==> config.mk <==
export PLATFORM = sky130hd
export DESIGN_NAME = pic_bus_arbiter
export DESIGN_NICKNAME = d
export VERILOG_FILES = /design/src/rtl/pic_bus_arbiter.sv
export SDC_FILE = /design/constraint.sdc
export NUM_CORES = 1
export LEC_CHECK = 0
export CAP_MARGIN = 20
export CORE_AREA = 3 3 98 100
export CTS_BUF_LIST = sky130_fd_sc_hd__clkbuf_4
export DETAILED_ROUTE_END_ITERATION = 10
export DIE_AREA = 0 0 101 103
export GPL_ROUTABILITY_DRIVEN = 0
export PLACE_DENSITY = 0.79
export SLEW_MARGIN = 20
export SYNTH_ARGS = -nofsm -noshare
export SYNTH_HDL_FRONTEND = slang
export SYNTH_SLANG_ARGS = --single-unit
export TNS_END_PERCENT = 5
==> constraint.sdc <==
create_clock -name clk -period 2.6 [get_ports clk]
set_clock_uncertainty 0.15 [all_clocks]
set_input_delay 0.39 -clock clk [delete_from_list [all_inputs] [get_ports clk]]
set_output_delay 0.39 -clock clk [all_outputs]
set_load 0.01 [all_outputs]
==> src/rtl/pic_bus_arbiter.sv <==
// Two-requester bus arbiter in front of the pic_wrapper bus port.
// Requester 0 is the CPU bus, requester 1 the loader/debug port. A grant is
// taken from IDLE with one cycle of arbitration latency. Ties go to the
// requester that was not granted last. A wait counter aborts a grant whose
// slave never answers, returning all-ones data and setting a sticky flag.
//
// Handshake: a requester raises wen and/or ren and holds them, together with
// address and write data, until it sees its own ready for exactly one cycle.
// The slave answers with a single-cycle s_ready while its strobe is high.
// After every completion (ready, abort or dropped request) the arbiter
// spends one cycle in IDLE before the next grant.
module pic_bus_arbiter #(
    parameter int TIMEOUT = 255
) (
    input  logic        clk,
    input  logic        reset,
    input  logic [15:0] m0_address,
    input  logic [31:0] m0_data_in,
    input  logic        m0_wen,
    input  logic        m0_ren,
    output logic [31:0] m0_data_out,
    output logic        m0_ready,
    input  logic [15:0] m1_address,
    input  logic [31:0] m1_data_in,
    input  logic        m1_wen,
    input  logic        m1_ren,
    output logic [31:0] m1_data_out,
    output logic        m1_ready,
    output logic [15:0] s_address,
    output logic [31:0] s_data_in,
    output logic        s_wen,
    output logic        s_ren,
    input  logic [31:0] s_data_out,
    input  logic        s_ready,
    output logic        timeout_flag,
    input  logic        clr_timeout,
    output logic [1:0]  state_dbg
);

    typedef enum logic [1:0] {
        IDLE   = 2'd0,
        GRANT0 = 2'd1,
        GRANT1 = 2'd2
    } state_t;

    // Counter value on the last wait cycle a grant may spend before abort.
    localparam logic [15:0] WAIT_LAST = 16'(TIMEOUT - 1);

    state_t      state;
    logic        last_grant;
    logic [15:0] wait_cnt;

    logic        req0;
    logic        req1;
    logic        granted;
    logic        sel;
    logic [15:0] sel_address;
    logic [31:0] sel_data;
    logic        sel_wen;
    logic        sel_ren;
    logic        sel_req;
    logic        done_ok;
    logic        abort;
    logic        rdy;
    logic [31:0] dout;

    // View of the currently granted requester and this cycle's completion events.
    always_comb begin
        req0        = m0_wen | m0_ren;
        req1        = m1_wen | m1_ren;
        granted     = (state == GRANT0) || (state == GRANT1);
        sel         = (state == GRANT1);
        sel_address = sel ? m1_address : m0_address;
        sel_data    = sel ? m1_data_in : m0_data_in;
        sel_wen     = sel ? m1_wen : m0_wen;
        sel_ren     = sel ? m1_ren : m0_ren;
        sel_req     = sel_wen | sel_ren;
        // s_ready takes priority over the abort on the same cycle.
        done_ok     = granted && sel_req && s_ready;
        abort       = granted && sel_req && !s_ready && (wait_cnt == WAIT_LAST);
    end

    // Arbitration state, grant history, wait counter and sticky timeout flag.
    always_ff @(posedge clk) begin
        if (reset) begin
            state        <= IDLE;
            last_grant   <= 1'b1;
            wait_cnt     <= 16'd0;
            timeout_flag <= 1'b0;
        end else begin
            if (abort) begin
                timeout_flag <= 1'b1;
            end else if (clr_timeout) begin
                timeout_flag <= 1'b0;
            end
            case (state)
                IDLE: begin
                    wait_cnt <= 16'd0;
                    if (req0 && (!req1 || last_grant)) begin
                        state <= GRANT0;
                    end else if (req1) begin
                        state <= GRANT1;
                    end
                end
                GRANT0, GRANT1: begin
                    // Completion, abort or a dropped request all end the grant.
                    if (!sel_req || s_ready || abort) begin
                        state      <= IDLE;
                        last_grant <= sel;
                        wait_cnt   <= 16'd0;
                    end else begin
                        wait_cnt <= wait_cnt + 16'd1;
                    end
                end
                default: begin
                    state    <= IDLE;
                    wait_cnt <= 16'd0;
                end
            endcase
        end
    end

    // Route the granted requester to the slave and the slave response back.
    always_comb begin
        s_address   = 16'd0;
        s_data_in   = 32'd0;
        s_wen       = 1'b0;
        s_ren       = 1'b0;
        m0_ready    = 1'b0;
        m1_ready    = 1'b0;
        m0_data_out = 32'd0;
        m1_data_out = 32'd0;
        rdy         = (done_ok | abort) & ~reset;
        dout        = abort ? 32'hFFFF_FFFF : s_data_out;
        if (granted) begin
            s_address = sel_address;
            s_data_in = sel_data;
            s_wen     = sel_wen;
            s_ren     = sel_ren & ~sel_wen;
            // A transfer caught by reset never reports completion.
            if (!reset) begin
                if (sel) begin
                    m1_ready    = rdy;
                    m1_data_out = dout;
                end else begin
                    m0_ready    = rdy;
                    m0_data_out = dout;
                end
            end
        end
    end

    assign state_dbg = state;

endmodule
==> tab_implementation.tex <==
\begin{tabular}{lr}
\hline
Metric & Value \\
\hline
\multicolumn{2}{l}{\textbf{Worst setup path}} \\
Crit path arrival time & 2040 ps \\
Worst setup path category & register to primary output \\
Worst Path Max Fanout & 7 \\
Kind of cell adding the most delay to the critical path & simple AND/OR/NAND/NOR gates \\
Cell at the slowest stage of the critical path & sky130\_fd\_sc\_hd\_\_dfxtp\_2 \\
Count of buffering cells on the critical path with inverters included & 4 \\
Required time of the critical path & 2060 ps \\
Cell chain of the critical path & inv\_2, ha\_4, nor4b\_4, and4\_1, and2\_4, buf\_6, clkbuf\_16, o21a\_1, buf\_2 \\
Kind of end point of the critical path & primary output \\
Startpoint class of the critical path & register \\
Crit path largest cell delay & 350 ps \\
\multicolumn{2}{l}{\textbf{Synth}} \\
Share of Yosys cell area claimed by the top area cell type & 19.2\% \\
Warning count from the yosys run & 0 \\
FF+latch count, synth & 20 \\
Leading cell types by count after synthesis & sky130\_fd\_sc\_hd\_\_o21a\_1, sky130\_fd\_sc\_hd\_\_nor2b\_1, sky130\_fd\_sc\_hd\_\_mux2i\_1 \\
Average cell area after synthesis & 8.31 um2 \\
Main area contributors after synthesis & sky130\_fd\_sc\_hd\_\_mux2i\_1, sky130\_fd\_sc\_hd\_\_o21a\_1, sky130\_fd\_sc\_hd\_\_dfxtp\_1 \\
Post-synth top area cell & sky130\_fd\_sc\_hd\_\_mux2i\_1 \\
Syn Std Cell Area & 2550 um2 \\
Count of flip-flops with a built-in enable after synthesis & 0 \\
Sequential-to-total area share from yosys stat & 15.7\% \\
Post-synthesis instance total & 307 \\
Share of synthesized flip-flops with an asynchronous set or reset & 0\% \\
Distinct cell type count of the synthesized netlist & 44 \\
Main flop type after synthesis & sky130\_fd\_sc\_hd\_\_dfxtp\_1 \\
Cell with the most instances after synthesis & sky130\_fd\_sc\_hd\_\_o21a\_1 \\
Post-synthesis net count & 447 \\
\multicolumn{2}{l}{\textbf{STA}} \\
Max Clk Rate & 388 MHz \\
Minimum clock period after layout & 2580 ps \\
Number of max-slew violations in the final report & 0 \\
Final worst-path cycle share & 99.2\% \\
Setup violation total in the final timing report & 0 \\
Transition time of the tightest slew-check pin & 367 ps \\
Unrepaired setup endpoints after global routing & true \\
Worst slew slack as a fraction of its limit & 75.2\% \\
Final Hold Vio Count & 0 \\
\multicolumn{2}{l}{\textbf{GRT}} \\
GRT overflow & 0 \\
Via count of the first global-routing pass & 3255 \\
All-layer global routing usage & 19.8\% \\
Largest net degree at the start of global routing & 51 \\
Number of antenna violations at the first check in global routing & 0 \\
Wire length of the first global-routing pass & 16.4 mm \\
\multicolumn{2}{l}{\textbf{Final layout}} \\
Final core area utilization & 61.5\% \\
Growth of design area from synthesis to finish & 111\% \\
Antenna Cells & 0 \\
Area of the multi-input gates & 1990 um2 \\
Final Non-Filler Cells & 684 \\
Total of fill cells in the finished design & 759 \\
Register Area & 404 um2 \\
Total number of nets in the final design & 717 \\
Share of cells above drive strength 1 & 22.4\% \\
\multicolumn{2}{l}{\textbf{Clock tree}} \\
Number of buffers inserted during clock tree synthesis & 3 \\
\# clock sinks & 20 \\
Later-pin clock latency in the skew report & 300 ps \\
Clock Path Buffers & 2 \\
Clock tree from TritonCTS & built \\
H-tree levels & 1 \\
Hold-fix buffers, CTS & 0 \\
CTS clock-pin slew for the worst setup and hold paths & 110 ps \\
Buffer type at the clock tree root & sky130\_fd\_sc\_hd\_\_clkbuf\_4 \\
\multicolumn{2}{l}{\textbf{Routing}} \\
Detailed-router iteration count before antenna repair & 4 \\
Routed wirelength normalized by instance count & 17.3 um \\
Via count & 3284 \\
Via-per-instance ratio & 4.80 \\
Residual DRC & 0 \\
Overall routed net length & 11.8 mm \\
Starting DRC count in detailed routing & 87 \\
Count of antenna-violating nets left after detailed routing & 0 \\
\multicolumn{2}{l}{\textbf{Power and ir drop}} \\
Areal power density over the cells & 518 nW/um2 \\
Overall power of the completed layout & 2790 uW \\
Leakage power total & 0.00268 uW \\
Max rail drop VDD & 0.000263 V \\
\multicolumn{2}{l}{\textbf{Worst hold path}} \\
Worst hold path class & register to register \\
\multicolumn{2}{l}{\textbf{Placed design}} \\
Total of buffers placed on input and output ports & 254 \\
Post-DP HPWL & 9.17 mm \\
Number of cells after detailed placement & 671 \\
\multicolumn{2}{l}{\textbf{Floorplanning}} \\
DIE AREA & 10400 um2 \\
\# IOs & 255 \\
Starting density of the core & 29.1\% \\
Core ar. & 8760 um2 \\
Number of standard-cell rows in the floorplan & 34 \\
Chip Width & 101 um \\
Floorplan die height & 103 um \\
\multicolumn{2}{l}{\textbf{Flow run}} \\
Max Cap Violations & 0 \\
\multicolumn{2}{l}{\textbf{Status}} \\
Status & complete, no violations \\
\hline
\end{tabular}
## metal layers
| metal | global-route usage, % | share of wire, % | vias to the layer above |
|---|---|---|---|
| met4 | 4.91 | 1.6 | 0 |
| met2 | 37.8 | 52 | 162 |
| met5 | 0 | 0 | - |
| met3 | 5.62 | 9.7 | 14 |
| met1 | 21.4 | 36 | 1485 |
| li1 | - | - | 1623 |
## through the flow
step                      cell area, um2  TNS [ps]  worst slack (ps)  hold WS (ps)
after floorplan                     2550         0               276           301
after global placement              5300    -23490              -396           323
after detailed placement            5300    -24510              -407           332
after CTS                           5240     -86.3             -28.3           349
after global routing                5390     -3010             -79.2           393
final                               5390         0              21.6           343
## path summary, 6_finish.rpt
check / from / cells past startpoint / slack [ps] / to
min reg2reg: wait_cnt[15] / 2 / 340 / wait_cnt[15]
max reg2reg: state_dbg[0] / 8 / 650 / wait_cnt[15]
max: wait_cnt[0] / 9 / 20 / m0_data_out[16]
min: wait_cnt[15] / 2 / 340 / wait_cnt[15]
## registers in the layout (all words and copies together), names as in the netlist
name and count:
wait_cnt 16, state_dbg 2, timeout_flag 1, last_grant 1
## layout make-up
cell class	count	share of cell area [%]
clock inverters	1	0.0697
flip-flops and latches	20	7.50
repair buffers	292	52.0
well taps	108	2.51
clock buffers	3	0.418
inverters	7	0.534
multi-input cells	253	37.0
## cell families after synthesis
| logic type | after synthesis | share of synthesized area (%) |
|---|---|---|
| simple gates | 108 | 25.5 |
| flops | 20 | 15.7 |
| buf+inv | 34 | 9.51 |
| compound gates | 80 | 24.0 |
| xor+xnor | 12 | 4.12 |
| mux | 49 | 19.2 |
| fa+ha+maj | 4 | 1.96 |
## repair_timing
action / CTS / global route
gates cloned: 3 / 1
endpoints found under the setup margin: 116 / 102
resized for setup: 274 / 58
pin swaps: 6 / 6
setup buffers: 3 / 2
## power breakdown
part           switching [uW]  internal [uW]  leakage (uW)  total (uW)
registers                16.5            328      0.000163         344
clock network            97.1           56.0     0.0000154         153
logic                     991           1300       0.00250        2290
total                    1100           1690       0.00268        2790
## cells in the final DEF, fill, tap and decap left out, types with 4 or more instances in the layout
master	n
sky130_fd_sc_hd__buf_4	25
sky130_fd_sc_hd__mux2i_1	49
sky130_fd_sc_hd__dlymetal6s2s_1	36
sky130_fd_sc_hd__nor2_1	19
sky130_fd_sc_hd__buf_2	57
sky130_fd_sc_hd__inv_1	4
sky130_fd_sc_hd__nand2_1	4
sky130_fd_sc_hd__nand3_1	6
sky130_fd_sc_hd__o21a_1	65
sky130_fd_sc_hd__a21oi_1	4
sky130_fd_sc_hd__clkdlybuf4s50_1	150
sky130_fd_sc_hd__buf_12	7
sky130_fd_sc_hd__buf_6	9
sky130_fd_sc_hd__xor2_1	5
sky130_fd_sc_hd__nor2b_1	52
sky130_fd_sc_hd__xnor2_1	7
sky130_fd_sc_hd__dfxtp_1	17
## tightest hold or removal path, delay by kind of cell (launching register included)
kind | cells | cell delay, ps
flops | 1 | 340
compound gates | 2 | 110
No activity file was read; power rests on OpenSTA's default activity.
